==> config.mk <==
export PLATFORM = sky130hd
export DESIGN_NAME = state_dump_sequencer
export DESIGN_NICKNAME = d
export VERILOG_FILES = /design/src/rtl/state_dump_sequencer.sv
export SDC_FILE = /design/constraint.sdc
export NUM_CORES = 1
export LEC_CHECK = 0
export CAP_MARGIN = 0
export CORE_UTILIZATION = 38
export CTS_CLUSTER_DIAMETER = 50
export DETAILED_ROUTE_END_ITERATION = 8
export PLACE_DENSITY_LB_ADDON = 0.3
export SLEW_MARGIN = 20
export SYNTH_ARGS = -nofsm -noshare
export SYNTH_HDL_FRONTEND = slang
export SYNTH_SLANG_ARGS = --single-unit
==> constraint.sdc <==
create_clock -name i_clk -period 18.2 [get_ports i_clk]
set_input_delay 3.64 -clock i_clk [delete_from_list [all_inputs] [get_ports i_clk]]
set_output_delay 3.64 -clock i_clk [all_outputs]
set_load 0.02 [all_outputs]
==> src/rtl/state_dump_sequencer.sv <==
// Snapshot sequencer: streams the register file and then a set of memory regions
// over a valid/ready port, on a trigger pulse or on a periodic timer.
module state_dump_sequencer #(
  parameter int XLEN        = 32,
  parameter int REG_CNT     = 32,
  parameter int NUM_REGIONS = 2,
  parameter int ADDR_W      = 32,
  parameter int PERIOD      = 200
) (
  input  logic                          i_clk,
  input  logic                          i_rst,
  input  logic                          i_trigger,
  input  logic                          i_period_en,
  output logic [4:0]                    o_reg_addr,
  input  logic [XLEN-1:0]               i_reg_data,
  output logic                          o_mem_rd,
  output logic [ADDR_W-1:0]             o_mem_addr,
  input  logic [31:0]                   i_mem_data,
  input  logic [NUM_REGIONS*ADDR_W-1:0] i_region_base,
  input  logic [NUM_REGIONS*16-1:0]     i_region_words,
  output logic                          o_valid,
  input  logic                          i_ready,
  output logic [XLEN-1:0]               o_data,
  output logic [3:0]                    o_tag,
  output logic [15:0]                   o_index,
  output logic                          o_last,
  input  logic                          i_chk_en,
  input  logic [4:0]                    i_chk_reg,
  input  logic [XLEN-1:0]               i_chk_val,
  output logic                          o_chk_done,
  output logic                          o_chk_pass,
  output logic                          o_busy,
  output logic [15:0]                   o_snap_cnt,
  output logic                          o_overrun
);

  localparam int RW = (NUM_REGIONS > 1) ? $clog2(NUM_REGIONS) : 1;
  localparam int PW = $clog2(PERIOD);
  localparam logic [15:0] LAST_REG = 16'(REG_CNT - 1);

  typedef enum logic [2:0] {IDLE, REG_RD, REG_OUT, MEM_RD, MEM_OUT, DONE} state_t;

  state_t state, state_nxt;

  logic [PW-1:0]                         per_cnt;
  logic [15:0]                           idx;
  logic [RW-1:0]                         rgn;
  logic [NUM_REGIONS-1:0][ADDR_W-1:0]    base_q;
  logic [NUM_REGIONS-1:0][15:0]          words_q;
  logic                                  chk_en_q;
  logic [4:0]                            chk_reg_q;
  logic [XLEN-1:0]                       chk_val_q;
  logic                                  chk_ok;

  logic          start, xfer, reg_end, word_end;
  logic          first_hit, next_hit;
  logic [RW-1:0] first_rgn, next_rgn;

  assign start    = (state == IDLE) &&
                    (i_trigger || (i_period_en && per_cnt == PW'(PERIOD - 1)));
  assign xfer     = o_valid & i_ready;
  assign reg_end  = (idx == LAST_REG);
  assign word_end = (idx == words_q[rgn] - 16'd1);

  assign o_reg_addr = idx[4:0];
  assign o_mem_addr = base_q[rgn] + ADDR_W'({idx, 2'b00});
  assign o_mem_rd   = (state == MEM_RD);
  assign o_busy     = (state != IDLE);
  assign o_chk_done = (state == DONE);

  // Lowest non-empty region overall, and lowest non-empty region after the current one.
  always_comb begin
    first_hit = 1'b0;
    first_rgn = '0;
    next_hit  = 1'b0;
    next_rgn  = '0;
    for (int r = NUM_REGIONS - 1; r >= 0; r--) begin
      if (words_q[r] != 16'd0) begin
        first_hit = 1'b1;
        first_rgn = RW'(r);
        if (r > int'(rgn)) begin
          next_hit = 1'b1;
          next_rgn = RW'(r);
        end
      end
    end
  end

  always_ff @(posedge i_clk) begin
    if (!i_rst) state <= IDLE;
    else        state <= state_nxt;
  end

  always_comb begin
    state_nxt = state;
    case (state)
      IDLE:    if (start) state_nxt = REG_RD;
      REG_RD:  state_nxt = REG_OUT;
      REG_OUT: if (xfer) state_nxt = !reg_end ? REG_RD : (first_hit ? MEM_RD : DONE);
      MEM_RD:  state_nxt = MEM_OUT;
      MEM_OUT: if (xfer) state_nxt = (!word_end || next_hit) ? MEM_RD : DONE;
      DONE:    state_nxt = IDLE;
      default: state_nxt = IDLE;
    endcase
  end

  // The *_OUT states spend their first cycle capturing read data (o_valid low),
  // then hold it until the consumer accepts.
  always_ff @(posedge i_clk) begin
    if (!i_rst) begin
      per_cnt    <= '0;
      idx        <= '0;
      rgn        <= '0;
      base_q     <= '0;
      words_q    <= '0;
      chk_en_q   <= 1'b0;
      chk_reg_q  <= '0;
      chk_val_q  <= '0;
      chk_ok     <= 1'b1;
      o_valid    <= 1'b0;
      o_data     <= '0;
      o_tag      <= '0;
      o_index    <= '0;
      o_last     <= 1'b0;
      o_chk_pass <= 1'b1;
      o_snap_cnt <= '0;
      o_overrun  <= 1'b0;
    end else begin
      if (start)                              per_cnt <= '0;
      else if (state == IDLE && i_period_en)  per_cnt <= per_cnt + 1'b1;

      if (o_busy && i_trigger) o_overrun <= 1'b1;

      case (state)
        IDLE: if (start) begin
          base_q    <= i_region_base;
          words_q   <= i_region_words;
          chk_en_q  <= i_chk_en;
          chk_reg_q <= i_chk_reg;
          chk_val_q <= i_chk_val;
          chk_ok    <= 1'b1;
          idx       <= '0;
          rgn       <= '0;
        end
        REG_OUT: if (!o_valid) begin
          o_valid <= 1'b1;
          o_data  <= i_reg_data;
          o_tag   <= 4'd0;
          o_index <= idx;
          o_last  <= reg_end && !first_hit;
          if (chk_en_q && idx == 16'(chk_reg_q)) chk_ok <= (i_reg_data == chk_val_q);
        end else if (i_ready) begin
          o_valid <= 1'b0;
          o_last  <= 1'b0;
          if (!reg_end) idx <= idx + 16'd1;
          else if (first_hit) begin
            idx <= '0;
            rgn <= first_rgn;
          end
        end
        MEM_OUT: if (!o_valid) begin
          o_valid <= 1'b1;
          o_data  <= XLEN'(i_mem_data);
          o_tag   <= 4'(rgn) + 4'd1;
          o_index <= idx;
          o_last  <= word_end && !next_hit;
        end else if (i_ready) begin
          o_valid <= 1'b0;
          o_last  <= 1'b0;
          if (!word_end) idx <= idx + 16'd1;
          else if (next_hit) begin
            idx <= '0;
            rgn <= next_rgn;
          end
        end
        default: ;
      endcase

      if (state != DONE && state_nxt == DONE) begin
        o_snap_cnt <= o_snap_cnt + 16'd1;
        o_chk_pass <= chk_en_q ? chk_ok : 1'b1;
      end
    end
  end

endmodule
### After elaboration in Yosys (flattened, before gate mapping)

Index checks and enable logic that the tools add are counted.

* flip-flop bits (word level): 235
* output and inout bits: 112

* add/subtract/negate cells: 6
* $lt $le $gt $ge: 2
* equal/unequal tests: 26
* muxes and demuxes: 53
* bitwise gates (word level): 3
* reduce and logical (&&, ||, !) cells: 28

Operators with widths (number)
* $mux 16: 11
* $mux 32: 4
* $pmux 32 s2: 1
* $pmux 16 s3: 1
* $add 16x1->16 const B: 2
* $add 32x18->32: 1
* $eq 32x32->1: 1
* $reduce_bool 16->1: 2
* $ne 2x2->1 const B: 12
* $mux 1: 23
* $mux 3: 6
* $eq 16x16->1: 1
* $eq 16x5->1: 1
* $eq 16x5->1 const B: 1
* $sub 16x1->16 const B: 1
* $pmux 3 s5: 1
* $reduce_and 10->1: 1
* $eq 3x3->1 const B: 3
* $ne 3x3->1 const B: 3
* $add 8x1->8 const B: 1
* $eq 8x8->1 const B: 1
* $logic_and 1x1->1: 8
* $mux 4: 2
* $pmux 4 s2: 1
* 19 further kinds: 29

### Longest topological paths before layout

* depth after elaboration: 11
* mapped depth: 20
* depth with buffers taken out: 13

### Worst setup path before layout

No wires, ideal clock.

* path kind: register to output
* from: register rgn
* to: output o_mem_addr[26]
* arrival time: 5.051 ns
* path slack: 9.509 ns
* stages on the path, launching flop included: 21
* cells stage by stage: dfxtp_1 buf_2 buf_2 buf_1 clkbuf_1 buf_1 clkbuf_1 mux2_2 ha_1 inv_1 fa_1 nor2b_1 o21ai_0 a21boi_0 o21ai_0 a211oi_1 o311ai_0 a21boi_0 clkbuf_1 nand3_1 xor2_1

* word-level cells in the longest chain between the ends: 3

Ends and longest elaborated chain
* start, declared: line 47 `logic [RW-1:0] rgn;`
* start signal, assigned: line 158 `rgn <= first_rgn;`
* start signal, assigned: line 173 `rgn <= next_rgn;`
* $mux 32 (implied by the code) (2 in a row): line 66 `assign o_mem_addr = base_q[rgn] + ADDR_W'({idx, 2'b00});`
* $add 32x18->32: line 66
* end, declared: line 17 `output logic [ADDR_W-1:0] o_mem_addr,`

No other way between the ends. The select of a mux whose other input is x is not followed.

### Worst setup path in the final report

* from: register rgn
* to: output o_mem_addr[28]

Same word-level chain as after synthesis.

==> flow_summary.rst <==
.. list-table::
   :header-rows: 1

   * - Metric
     - Value
   * - Remaining global-route overflow
     - 0
   * - Seq/Total Area, Yosys
     - 39.9%
   * - Worst path max stage delay
     - 0.74 ns
   * - Top cell by count, worst path
     - sky130_fd_sc_hd__o21ai_0
   * - Top cells by instance count after synthesis
     - sky130_fd_sc_hd__nand2_1 (424), sky130_fd_sc_hd__dfxtp_1 (233), sky130_fd_sc_hd__a21oi_1 (178)
   * - Clock group share of total power
     - 42.4%
   * - Worst hold slack
     - 0.451 ns
   * - Crit path max fanout
     - 43
   * - Ys flop type
     - sky130_fd_sc_hd__dfxtp_1
   * - Cell type group with the largest total delay on the critical path
     - compound AO/OA/AOI/OAI gates
   * - Number of distinct library cells after synthesis
     - 66
   * - Effective utilization at floorplan
     - 39.1%
   * - Share of the core filled with cells in the final layout
     - 53.8%
   * - Total via count in the routed design
     - 11597
   * - Last weighted congestion value of the routability-driven placer
     - 0.851
   * - Cell-internal power
     - 1.07 mW
   * - Number of buffer and inverter instances along the worst setup path
     - 2
   * - Count leader, synth
     - sky130_fd_sc_hd__nand2_1
   * - Classification of the worst setup path
     - reg -> out
   * - Maximum operating frequency
     - 111 MHz
   * - Sequential group share of total power
     - 38.5%
   * - Final WS setup
     - 9.22 ns
   * - Global routing usage summed across all routing layers
     - 23.4%
   * - Clock network latency to the later pin of the worst-skew pair
     - 0.50 ns
   * - Pwr Density
     - 92.9 nW/um^2
   * - Number of instances in the synthesized netlist
     - 1512
   * - Total detailed-routing wirelength
     - 37900 um
   * - Warnings, synthesis
     - 0
   * - Initial DRC Count
     - 861
   * - Required time of the critical path
     - 14.56 ns
   * - Pre-CTS setup slack
     - 9.79 ns
   * - Outcome
     - finished clean
   * - Die width
     - 177 um
   * - TritonCTS clock tree
     - yes
   * - Antenna violations before repair
     - 2
   * - Synth Cell Area
     - 11700 um^2
   * - Pin count of the biggest net entering global routing
     - 116
   * - Vias per cell
     - 5.30
   * - Crit start category
     - flip-flop
   * - Final design area excluding fillers
     - 16100 um^2
   * - Number of enable-type register cells in the synthesized netlist
     - 0
   * - Count of nets after finishing
     - 1998
   * - Arrival time at the worst endpoint
     - 5.34 ns
   * - Headroom to the max-slew limit
     - 27.2%
   * - Net switching component of the power
     - 0.424 mW
   * - Final-report setup violation count
     - 0
   * - Cells traversed along the worst timing path
     - mux2_2 -> ha_1 -> inv_1 -> fa_1 -> nor2b_1 -> o21ai_0 -> a21boi_0 -> o21ai_0 -> a211oi_1 -> o311ai_0 -> a21boi_1 -> a31o_2 -> a32o_1 -> clkdlybuf4s50_1
   * - Clock transition at the registers of the reported paths
     - 0.05 ns
   * - Accumulated negative setup slack
     - 0 ns
   * - Final Hold Fails
     - 0
   * - Syn_area_per_cell
     - 7.74 um^2
   * - Ys async rst share
     - 0%
   * - Number of levels the H-tree was split into
     - 2
   * - Switch share
     - 28.3%
   * - Buffer levels on the longest clock path
     - 3
   * - Final critical-path share of the clock period
     - 49.3%
   * - Maximum capacitance violations
     - 0
   * - # IOs
     - 315
   * - Number of placement rows
     - 63
   * - DR WL/cell
     - 17.3 um
   * - Worst slew pin tran
     - 1.09 ns
   * - Slowest cell on the critical path
     - sky130_fd_sc_hd__a21boi_1
   * - Number of cells in the design after placement
     - 2126
   * - Slew Viols, Final
     - 0
   * - Number of input and output port buffers inserted
     - 312
   * - Die Area
     - 31500 um^2
   * - Layout cells sized above 1
     - 5.29%
   * - Final std cells w/o fill
     - 2188
   * - Lkg Pwr
     - 5.79 nW
   * - CP endpoint kind
     - output port
   * - Number of global-route vias before repair
     - 10801
   * - CTS root buf
     - sky130_fd_sc_hd__clkbuf_16
   * - Biggest area consumer among synthesized cells
     - sky130_fd_sc_hd__dfxtp_1
   * - Core region area
     - 30000 um^2
   * - Class of the tightest hold or removal check
     - reg -> reg
   * - Portion of synthesized cell area occupied by the leading cell type
     - 39.9%
   * - FF+latch count, synth
     - 233
   * - Post-CTS resize count
     - 0
   * - Initial DRT Pass Iterations
     - 5
   * - Share of total power in combinational logic
     - 19.2%
   * - Synth area leaders
     - sky130_fd_sc_hd__dfxtp_1 (40%), sky130_fd_sc_hd__nand2_1 (14%), sky130_fd_sc_hd__a21oi_1 (7.6%), sky130_fd_sc_hd__xnor2_1 (5.7%), sky130_fd_sc_hd__mux2i_1 (2.7%)
   * - Die height
     - 177 um
   * - Overall power of the completed layout
     - 1.50 mW
   * - Inserted Clock Buffers
     - 36
   * - Post-DP Area
     - 15000 um^2
   * - Unrepaired setup endpoints after global routing
     - false
   * - Drc violations
     - 0
   * - CTS sink cnt
     - 233
   * - Setup Buffers After CTS
     - 0
   * - Final critical-path required period
     - 8.98 ns
   * - VDD IR max
     - 0.0726 mV
   * - Half-perimeter wire length after detailed placement
     - 27100 um
   * - Number of hold buffers added after cts
     - 0
   * - Post-Route Skew
     - 0.0130 ns
   * - Number of nets still failing antenna checks after routing
     - 0
   * - Growth of design area from synthesis to finish
     - 37.7%
   * - Wire length of the first global-routing pass
     - 58300 um
[power by group through the flow]
stage / clock network [mW] / logic (mW) / registers (mW)
finish: 0.634 / 0.287 / 0.577
global route: 0.671 / 0.314 / 0.581
CTS: 0.648 / 0.288 / 0.576
detailed placement: 0 / 0.286 / 0.587
global placement: 0 / 0.282 / 0.585
floorplan: 0 / 0.156 / 0.590
[cells in the final DEF (no fill, tap or decap), types with 23 or more instances in the layout]
cell type                         Yosys  routed
sky130_fd_sc_hd__nand2_1            424     424
sky130_fd_sc_hd__clkdlybuf4s50_1      0     312
sky130_fd_sc_hd__dfxtp_1            233     232
sky130_fd_sc_hd__a21oi_1            178     178
sky130_fd_sc_hd__xnor2_1             76      76
sky130_fd_sc_hd__nor2_1              77      75
sky130_fd_sc_hd__clkbuf_16            0      37
sky130_fd_sc_hd__mux2i_1             32      32
sky130_fd_sc_hd__a311oi_1            32      32
sky130_fd_sc_hd__o21ai_0             30      30
sky130_fd_sc_hd__inv_1               28      27
sky130_fd_sc_hd__nand3_1             24      24
sky130_fd_sc_hd__xor2_1              23      23
[layout make-up]
cell class | count | area, um^2
antenna | 2 | 5.00
tap | 390 | 488
sequential | 233 | 4670
clock inverter | 13 | 109
clock buffer | 47 | 983
multi-input combinational | 1153 | 6560
fill | 2872 | 13800
timing repair buffer | 322 | 3200
inverter | 28 | 110
[worst register-to-register path, stage by stage (launching register included)]
cell and delay, ns:
sky130_fd_sc_hd__dfxtp_4 0.73, sky130_fd_sc_hd__buf_4 0.56, sky130_fd_sc_hd__or4b_1 0.57, sky130_fd_sc_hd__a222oi_1 0.76, sky130_fd_sc_hd__xnor2_1 0.20, sky130_fd_sc_hd__nand4_1 0.11, sky130_fd_sc_hd__or4_4 0.54, sky130_fd_sc_hd__nor3_2 0.76
sky130_fd_sc_hd__nor2b_1 0.31, sky130_fd_sc_hd__nand2b_1 0.44, sky130_fd_sc_hd__o221ai_1 0.28
[kinds of logic after synthesis]
kind of cell / share of synthesized area, %
AOI/OAI and AO/OA: 16.9
xor gates and xnor gates: 7.41
adders and majority gates: 2.31
buffers and inverters: 4.36
DFF: 39.9
muxes: 4.76
other: 0.0321
and+or+nand+nor: 24.4
[final timing paths]
kind / startpoint / endpoint / slack [ns] / depth (start not counted)
setup / recovery: rgn / o_mem_addr[28] / 9.22 / 14
hold / removal: base_q[32] / base_q[32] / 0.45 / 2
setup reg to reg: rgn / idx[13] / 12.86 / 10
hold reg to reg: base_q[32] / base_q[32] / 0.45 / 2
[layer usage]
metal	GRT usage [%]	wire, um	vias up
met3	5.16	2810	74
met5	0	0	-
met1	31.2	16700	5399
met2	37.0	17100	383
li1	-	-	5741
met4	8.48	1260	0
[registers in the layout, indices dropped and copies added, names as in the netlist, 2 cells and up]
register	count
base_q	64
chk_val_q	32
o_data	32
words_q	32
idx	16
o_index	16
o_snap_cnt	16
per_cnt	8
chk_reg_q	5
state	3
o_tag	2
(Power assumes the default switching activity.)
